===== config.mk =====
export PLATFORM = sky130hd
export DESIGN_NAME = smpc_pad_poll
export DESIGN_NICKNAME = d
export VERILOG_FILES = /design/src/rtl/smpc_pad_poll.sv
export SDC_FILE = /design/constraint.sdc
export NUM_CORES = 1
export LEC_CHECK = 0
export CAP_MARGIN = 20
export CORE_UTILIZATION = 47
export DETAILED_ROUTE_END_ITERATION = 10
export PLACE_DENSITY = 0.79
export SYNTH_ARGS = -nofsm -noshare
export SYNTH_HDL_FRONTEND = slang
export SYNTH_SLANG_ARGS = --single-unit

===== constraint.sdc =====
create_clock -name CLK -period 2.4 [get_ports CLK]
set_input_delay 0.48 -clock CLK [delete_from_list [all_inputs] [get_ports CLK]]
set_output_delay 0.48 -clock CLK [all_outputs]
set_load 0.02 [all_outputs]

===== src/rtl/smpc_pad_poll.sv =====
// Host-side poller for one Saturn control port in TH/TR handshake mode.
// Probes for a digital pad, walks four TH/TR phases and latches the 16-bit button word.
module smpc_pad_poll #(
    parameter int SETTLE = 8
) (
    input  logic        CLK,
    input  logic        RST,
    input  logic        CE,
    input  logic        START,
    output logic        BUSY,
    output logic        DONE,
    output logic        PRESENT,
    output logic [15:0] BUTTONS,
    output logic [6:0]  DDR,
    output logic [6:0]  PDRO,
    input  logic [6:0]  PDRI
);

    // state   | meaning
    // S_IDLE  | port released, waiting for START
    // S_PROBE | port released, check pad pulls PDRI[1:0] low
    // S_PH0   | TH=0 TR=0, capture B[7:4]
    // S_PH1   | TH=0 TR=1, capture B[15:12]
    // S_PH2   | TH=1 TR=0, capture B[11:8]
    // S_PH3   | TH=1 TR=1, capture B[3] and pad ID
    // S_FIN   | result visible, DONE pulse on the CE tick
    typedef enum logic [2:0] {
        S_IDLE, S_PROBE, S_PH0, S_PH1, S_PH2, S_PH3, S_FIN
    } state_t;

    localparam int CW = (SETTLE > 1) ? $clog2(SETTLE) : 1;

    state_t         state, state_nxt;
    logic [CW-1:0]  cnt, cnt_nxt;
    logic [11:0]    scr, scr_nxt;
    logic [15:0]    buttons_q, buttons_nxt;
    logic           present_q, present_nxt;
    logic           tc;
    logic           unused_pdri;

    assign unused_pdri = ^PDRI[6:4];
    assign tc = (cnt == CW'(SETTLE - 1));

    always_ff @(posedge CLK) begin
        if (RST) begin
            state     <= S_IDLE;
            cnt       <= '0;
            scr       <= '1;
            buttons_q <= 16'hFFFF;
            present_q <= 1'b0;
        end else if (CE) begin
            state     <= state_nxt;
            cnt       <= cnt_nxt;
            scr       <= scr_nxt;
            buttons_q <= buttons_nxt;
            present_q <= present_nxt;
        end
    end

    always_comb begin
        state_nxt   = state;
        cnt_nxt     = cnt;
        scr_nxt     = scr;
        buttons_nxt = buttons_q;
        present_nxt = present_q;

        if (state inside {S_PROBE, S_PH0, S_PH1, S_PH2, S_PH3}) begin
            cnt_nxt = tc ? '0 : cnt + 1'b1;
        end

        case (state)
            S_IDLE: begin
                if (START) begin
                    state_nxt = S_PROBE;
                    cnt_nxt   = '0;
                end
            end
            S_PROBE: begin
                if (tc) begin
                    if (PDRI[1:0] == 2'b00) begin
                        state_nxt = S_PH0;
                    end else begin
                        state_nxt   = S_FIN;
                        buttons_nxt = 16'hFFFF;
                        present_nxt = 1'b0;
                    end
                end
            end
            S_PH0: begin
                if (tc) begin
                    scr_nxt[3:0] = PDRI[3:0];
                    state_nxt    = S_PH1;
                end
            end
            S_PH1: begin
                if (tc) begin
                    scr_nxt[11:8] = PDRI[3:0];
                    state_nxt     = S_PH2;
                end
            end
            S_PH2: begin
                if (tc) begin
                    scr_nxt[7:4] = PDRI[3:0];
                    state_nxt    = S_PH3;
                end
            end
            S_PH3: begin
                // Result is committed on entry to FIN so it is valid alongside DONE.
                if (tc) begin
                    state_nxt = S_FIN;
                    if (PDRI[2:0] == 3'b100) begin
                        buttons_nxt = {scr[11:8], scr[7:4], scr[3:0], PDRI[3], 3'b111};
                        present_nxt = 1'b1;
                    end else begin
                        buttons_nxt = 16'hFFFF;
                        present_nxt = 1'b0;
                    end
                end
            end
            S_FIN: begin
                state_nxt = S_IDLE;
            end
            default: begin
                state_nxt = S_IDLE;
            end
        endcase
    end

    always_comb begin
        DDR  = 7'h00;
        PDRO = 7'h7F;
        BUSY = 1'b0;
        DONE = 1'b0;
        case (state)
            S_PROBE: BUSY = 1'b1;
            S_PH0: begin
                BUSY = 1'b1;
                DDR  = 7'h60;
                PDRO = {2'b00, 5'h1F};
            end
            S_PH1: begin
                BUSY = 1'b1;
                DDR  = 7'h60;
                PDRO = {2'b01, 5'h1F};
            end
            S_PH2: begin
                BUSY = 1'b1;
                DDR  = 7'h60;
                PDRO = {2'b10, 5'h1F};
            end
            S_PH3: begin
                BUSY = 1'b1;
                DDR  = 7'h60;
                PDRO = {2'b11, 5'h1F};
            end
            S_FIN:   DONE = CE;
            default: ;
        endcase
    end

    assign BUTTONS = buttons_q;
    assign PRESENT = present_q;

endmodule


== After elaboration in Yosys (flattened, before gate mapping) ==
Cells that the tools add are included.

* Bits in registers: 35
* Bits of input ports: 11
* Word-level logic and storage cells: 60

* Add/subtract/negate cells: 1
* Equality and inequality tests: 15
* Multiplexer cells: 26
* Reductions and logical operators: 11

{| class="wikitable"
|+ Operators with widths
! cell !! count
|-
| $mux W16 || 4
|-
| $mux W3 || 11
|-
| $pmux W16 S2 || 1
|-
| $pmux W7 S3 || 1
|-
| $pmux W3 S6 || 1
|-
| $eq A3 B3 Y1 const B || 5
|-
| $ne A2 B2 Y1 const B || 7
|-
| $reduce_and A3 Y1 || 3
|-
| $mux W7 || 1
|-
| $reduce_and A7 Y1 || 1
|-
| $eq A3 B2 Y1 const B || 2
|-
| $mux W1 || 6
|-
| $reduce_and A5 Y1 || 1
|-
| $reduce_bool A5 Y1 || 1
|-
| $reduce_or A5 Y1 || 1
|-
| $reduce_or A4 Y1 || 1
|-
| $add A3 B1 Y3 const B || 1
|-
| $eq A3 B1 Y1 const B || 1
|-
| $logic_not A3 Y1 || 1
|-
| $logic_not A2 Y1 || 1
|-
| $pmux W1 S2 || 1
|-
| $reduce_bool A2 Y1 || 1
|}

== Logic depth before layout (Yosys ltp) ==
* Word-level depth: 5
* Depth in mapped cells: 7
* Mapped depth without buffers: 5

== Worst setup path before layout ==
OpenSTA, ideal clock, no wires.

* Path type: register to output
* From: register state[2]
* To: output PDRO[5]
* Arrival: 1505 ps
* Required time: 1920 ps
* Path slack: 415 ps
* Cell stages (with the launch flop): 5
* Path buffers: 2
* Cell sequence: dfxtp_1 clkbuf_1 clkbuf_1 xor2_1 nand2b_1

* Cells in the longest elaborated chain, start to end: 2
* Elaborated cells on any way between the ends: 4
* Classes of those cells: eq/ne (3); mux (1)

{| class="wikitable"
|+ Ends and longest elaborated chain
! element !! line !! RTL
|-
| start, declared || 33 || <nowiki>state_t state, state_nxt;</nowiki>
|-
| start signal, assigned || 52 || <nowiki>state <= state_nxt;</nowiki>
|-
| $eq A3 B3 Y1 / $eq A3 B2 Y1 (equally long branches) || 134 || <nowiki>case (state)</nowiki>
|-
| $pmux W7 S3 (*) || 134 ||
|-
| end, declared || 15 || <nowiki>output logic [6:0] PDRO,</nowiki>
|}

Mark *: on every way between the ends. The rest lies on a longest branch, timed or not.

== Final worst setup path ==
* From: register state[1]
* To: output PDRO[6]

Same word-level chain as after synthesis.

==> qor.csv <==
stage,metric,value,unit
worst_setup_path,path_class,reg -> out,
synthesis,syn_inst,181,
floorplan,die_area,3543,um2
synthesis,synth_largest_area_cell,dfxtp_1,
clock_network,clock-root-buffer,clkbuf_4,
grt,grt_pass1_wl,5437,um
placement,hpwlAfterDp,2339,um
layout,nNetsFinal,217,
clock_network,cts-htree-levels,2,
worst_setup_path,ff2ff_setup_slack,0.47,ns
layout,layout-drive-gt1-share,0.09804,
min_path,hp-start,scr[9]$_SDFFE_PP1P_,
synthesis,syn_area_per_cell,8.592,um2
worst_setup_path,path_buf_inv,2,
layout,insertedDiodeCount,0,
synthesis,synth_area,1555,um2
synthesis,async_flop_share,0,
clock_network,clk_latency,0.34,ns
layout,syn_to_final_growth,20.03,%
grt,grt-ovfl-total,0,
timing,relSlewSlack,0.6342,
grt,grt_max_degree,26,
worst_setup_path,path_max_fanout,17,
synthesis,synthDistinctLibCells,35,
floorplan,die_w,59.53,um
worst_setup_path,slowest_delay,0.55,ns
drt,dr.first_iter.drc_count,46,
power_and_ir_drop,ir_worst_vdd,270.0,uV
synthesis,synth-edff-count,0,
worst_setup_path,reg2reg_depth,5,
timing,tns,0,ns
floorplan,num_io_pins,44,
placement,io_buffers,27,
worst_setup_path,worstPathRequired,1.92,ns
run_status,status,finished clean,
synthesis,ys_ff_latch,32,
power_and_ir_drop,p_per_area,479.1,nW/um2
floorplan,rows,20,
drt,viasPerCell,5.500,
grt,grtUsageTotal,0.2122,
clock_network,hold_buffers,0,
worst_setup_path,crit_path_start_kind,register,
grt,grt_pass1_vias,1209,
grt,antenna_found_initial,0,
floorplan,fp.coreArea,3103,um2
worst_setup_path,worstPathCellList,nor2b_1 -> inv_1 -> clkdlybuf4s50_1,
timing,drv_slew,0,
timing,fmax,442.9,MHz
drt,routed_wl,3282,um
worst_setup_path,r2r_start,cnt[0]$_SDFFE_PP0P_,
floorplan,die_h,59.53,um
timing,hold_viol,0,
clock_network,cts.clk_slew.worst_paths,0.09,ns
floorplan,start_util,0.5012,
drt,dr_wl_met2,1659,um
worst_setup_path,crit_family,buffers and inverters,
drt,final_antenna_net_count,0,
worst_setup_path,crit_path_top_delay_cell,clkdlybuf4s50_1,
synthesis,yosysMostFrequentCell,dfxtp_1,
drt,drc,0,
synthesis,yosysSeqAreaShare,0.4119,
min_path,hp-class,reg -> reg,
clock_network,cts.path.max_buffers,2,
drt,wl_per_cell,13.23,um
placement,gp_congestion,0.7871,
synthesis,synth_top_area_share,0.4119,
synthesis,ys.warnings.count,0,
timing,setup_viol,0,
drt,wl_met1,1378,um
clock_network,cts_tree,built,
worst_setup_path,cp-end-kind,primary output,
clock_network,clock-sinks,32,
synthesis,synth_ff_type,dfxtp_1,
synthesis,synthTopCellsByArea,"dfxtp_1, o31a_1, o21ai_0",
layout,nFillCells,303,
min_path,min_path_cells,1,
timing,fin_crit_sh,0.9407,
drt,route.vias.total,1364,
min_path,holdPathEnd,scr[9]$_SDFFE_PP1P_,
timing,period_needed,2.258,ns
power_and_ir_drop,p_leak,0.7587,nW
power_and_ir_drop,p_total,894.3,uW
timing,rsz0062_at_grt,false,
worst_setup_path,rr_endpoint,BUTTONS[9]$_SDFFE_PP1P_,
drt,routed.top_layer,met4,
drt,drtPass1Iterations,4,
worst_setup_path,critPathArrivalTime,1.78,ns
job,cap_violations,0,
timing,finClkSkew,0.009238,ns
drt,wl_met3,177,um
clock_network,numCtsBuffers,5,
synthesis,yosys-top-cells-count,"dfxtp_1, o21ai_0, buf_4, clkbuf_1",
timing,worst_pin_slew,0.5416,ns
clock_network,postCtsSetupRepairBufs,0,
==> cell usage in the layout, fill, tap and decap left out, drive strengths merged, types with 3 or more instances in the layout <==
cell type and n:
clkbuf 6, clkdlybuf4s50 26, o21ai 22, dfxtp 32, a211o 8, buf 9, and3 9, o31a 13
conb 13, inv 7, nand2 6, nor2 13, or3 3, o311ai 4, a21oi 7
==> power by group <==
part / leakage [nW] / internal (mW) / total, mW / switching [mW]
registers: 0.260 / 0.532 / 0.534 / 0.00157
clock network: 0.0281 / 0.108 / 0.282 / 0.174
logic: 0.470 / 0.0271 / 0.0788 / 0.0517
==> flip-flops by register name (all words and copies together), names as in the netlist <==
| signal | count |
|---|---|
| BUTTONS | 13 |
| scr | 12 |
| cnt | 3 |
| state | 3 |
| PRESENT | 1 |
==> stage by stage <==
stage / utilization / setup WS (ns) / hold WS (ns) / instance area [um2] / cells
5_1_grt: 0.6016 / 0.06030 / 0.4934 / 1867 / 248
2_1_floorplan: - / 0.4151 / 0.4365 / 1597 / 192
3_5_place_dp: 0.5835 / 0.01442 / 0.4550 / 1810 / 241
6_report: 0.6016 / 0.1423 / 0.4750 / 1867 / 248
4_1_cts: 0.5992 / 0.0002960 / 0.4755 / 1859 / 248
3_3_place_gp: 0.5835 / 0.02553 / 0.4478 / 1810 / 241
==> worst max path at each step <==
stage | startpoint | endpoint | cells past startpoint
detailed placement | CE | DONE | 4
global placement | CE | DONE | 4
floorplan | state[2]$_SDFFE_PP0P_ | PDRO[5] | 4
finish | state[1]$_SDFFE_PP0P_ | PDRO[6] | 3
global route | state[1]$_SDFFE_PP0P_ | PDRO[6] | 3
CTS | CE | DONE | 4
==> final cells by class <==
class / instances / area, um2 / share of cell area
Sequential cell: 32 / 643.1 / 0.3445
Clock buffer: 6 / 41.29 / 0.02212
Clock inverter: 1 / 5.005 / 0.002681
Multi-Input combinational cell: 122 / 755.7 / 0.4048
Timing Repair Buffer: 36 / 340.3 / 0.1823
Tap cell: 44 / 55.05 / 0.02949
Inverter: 7 / 26.28 / 0.01408
==> kinds of logic after synthesis <==
family	Yosys count	share of synthesized area
other	2	0.004829
AOI/OAI and AO/OA	60	0.2663
xor gates and xnor gates	1	0.005633
adders and majority gates	2	0.01609
and+or+nand+nor	45	0.1569
buffers and inverters	38	0.1319
DFF	32	0.4119
muxes	1	0.006436
==> per-layer routing <==
| layer | GRT usage | vias to the layer above |
|---|---|---|
| li1 | - | 668 |
| met5 | 0 | - |
| met1 | 0.2426 | 647 |
| met3 | 0.06550 | 9 |
| met4 | 0.09967 | 0 |
| met2 | 0.3596 | 40 |
==> what timing repair did <==
item	in CTS	in global routing
endpoints found under the setup margin	3	2
gates cloned	0	0
resized for setup	2	2
hold endpoints to repair	0	0
No activity file was read; power rests on OpenSTA's default activity.
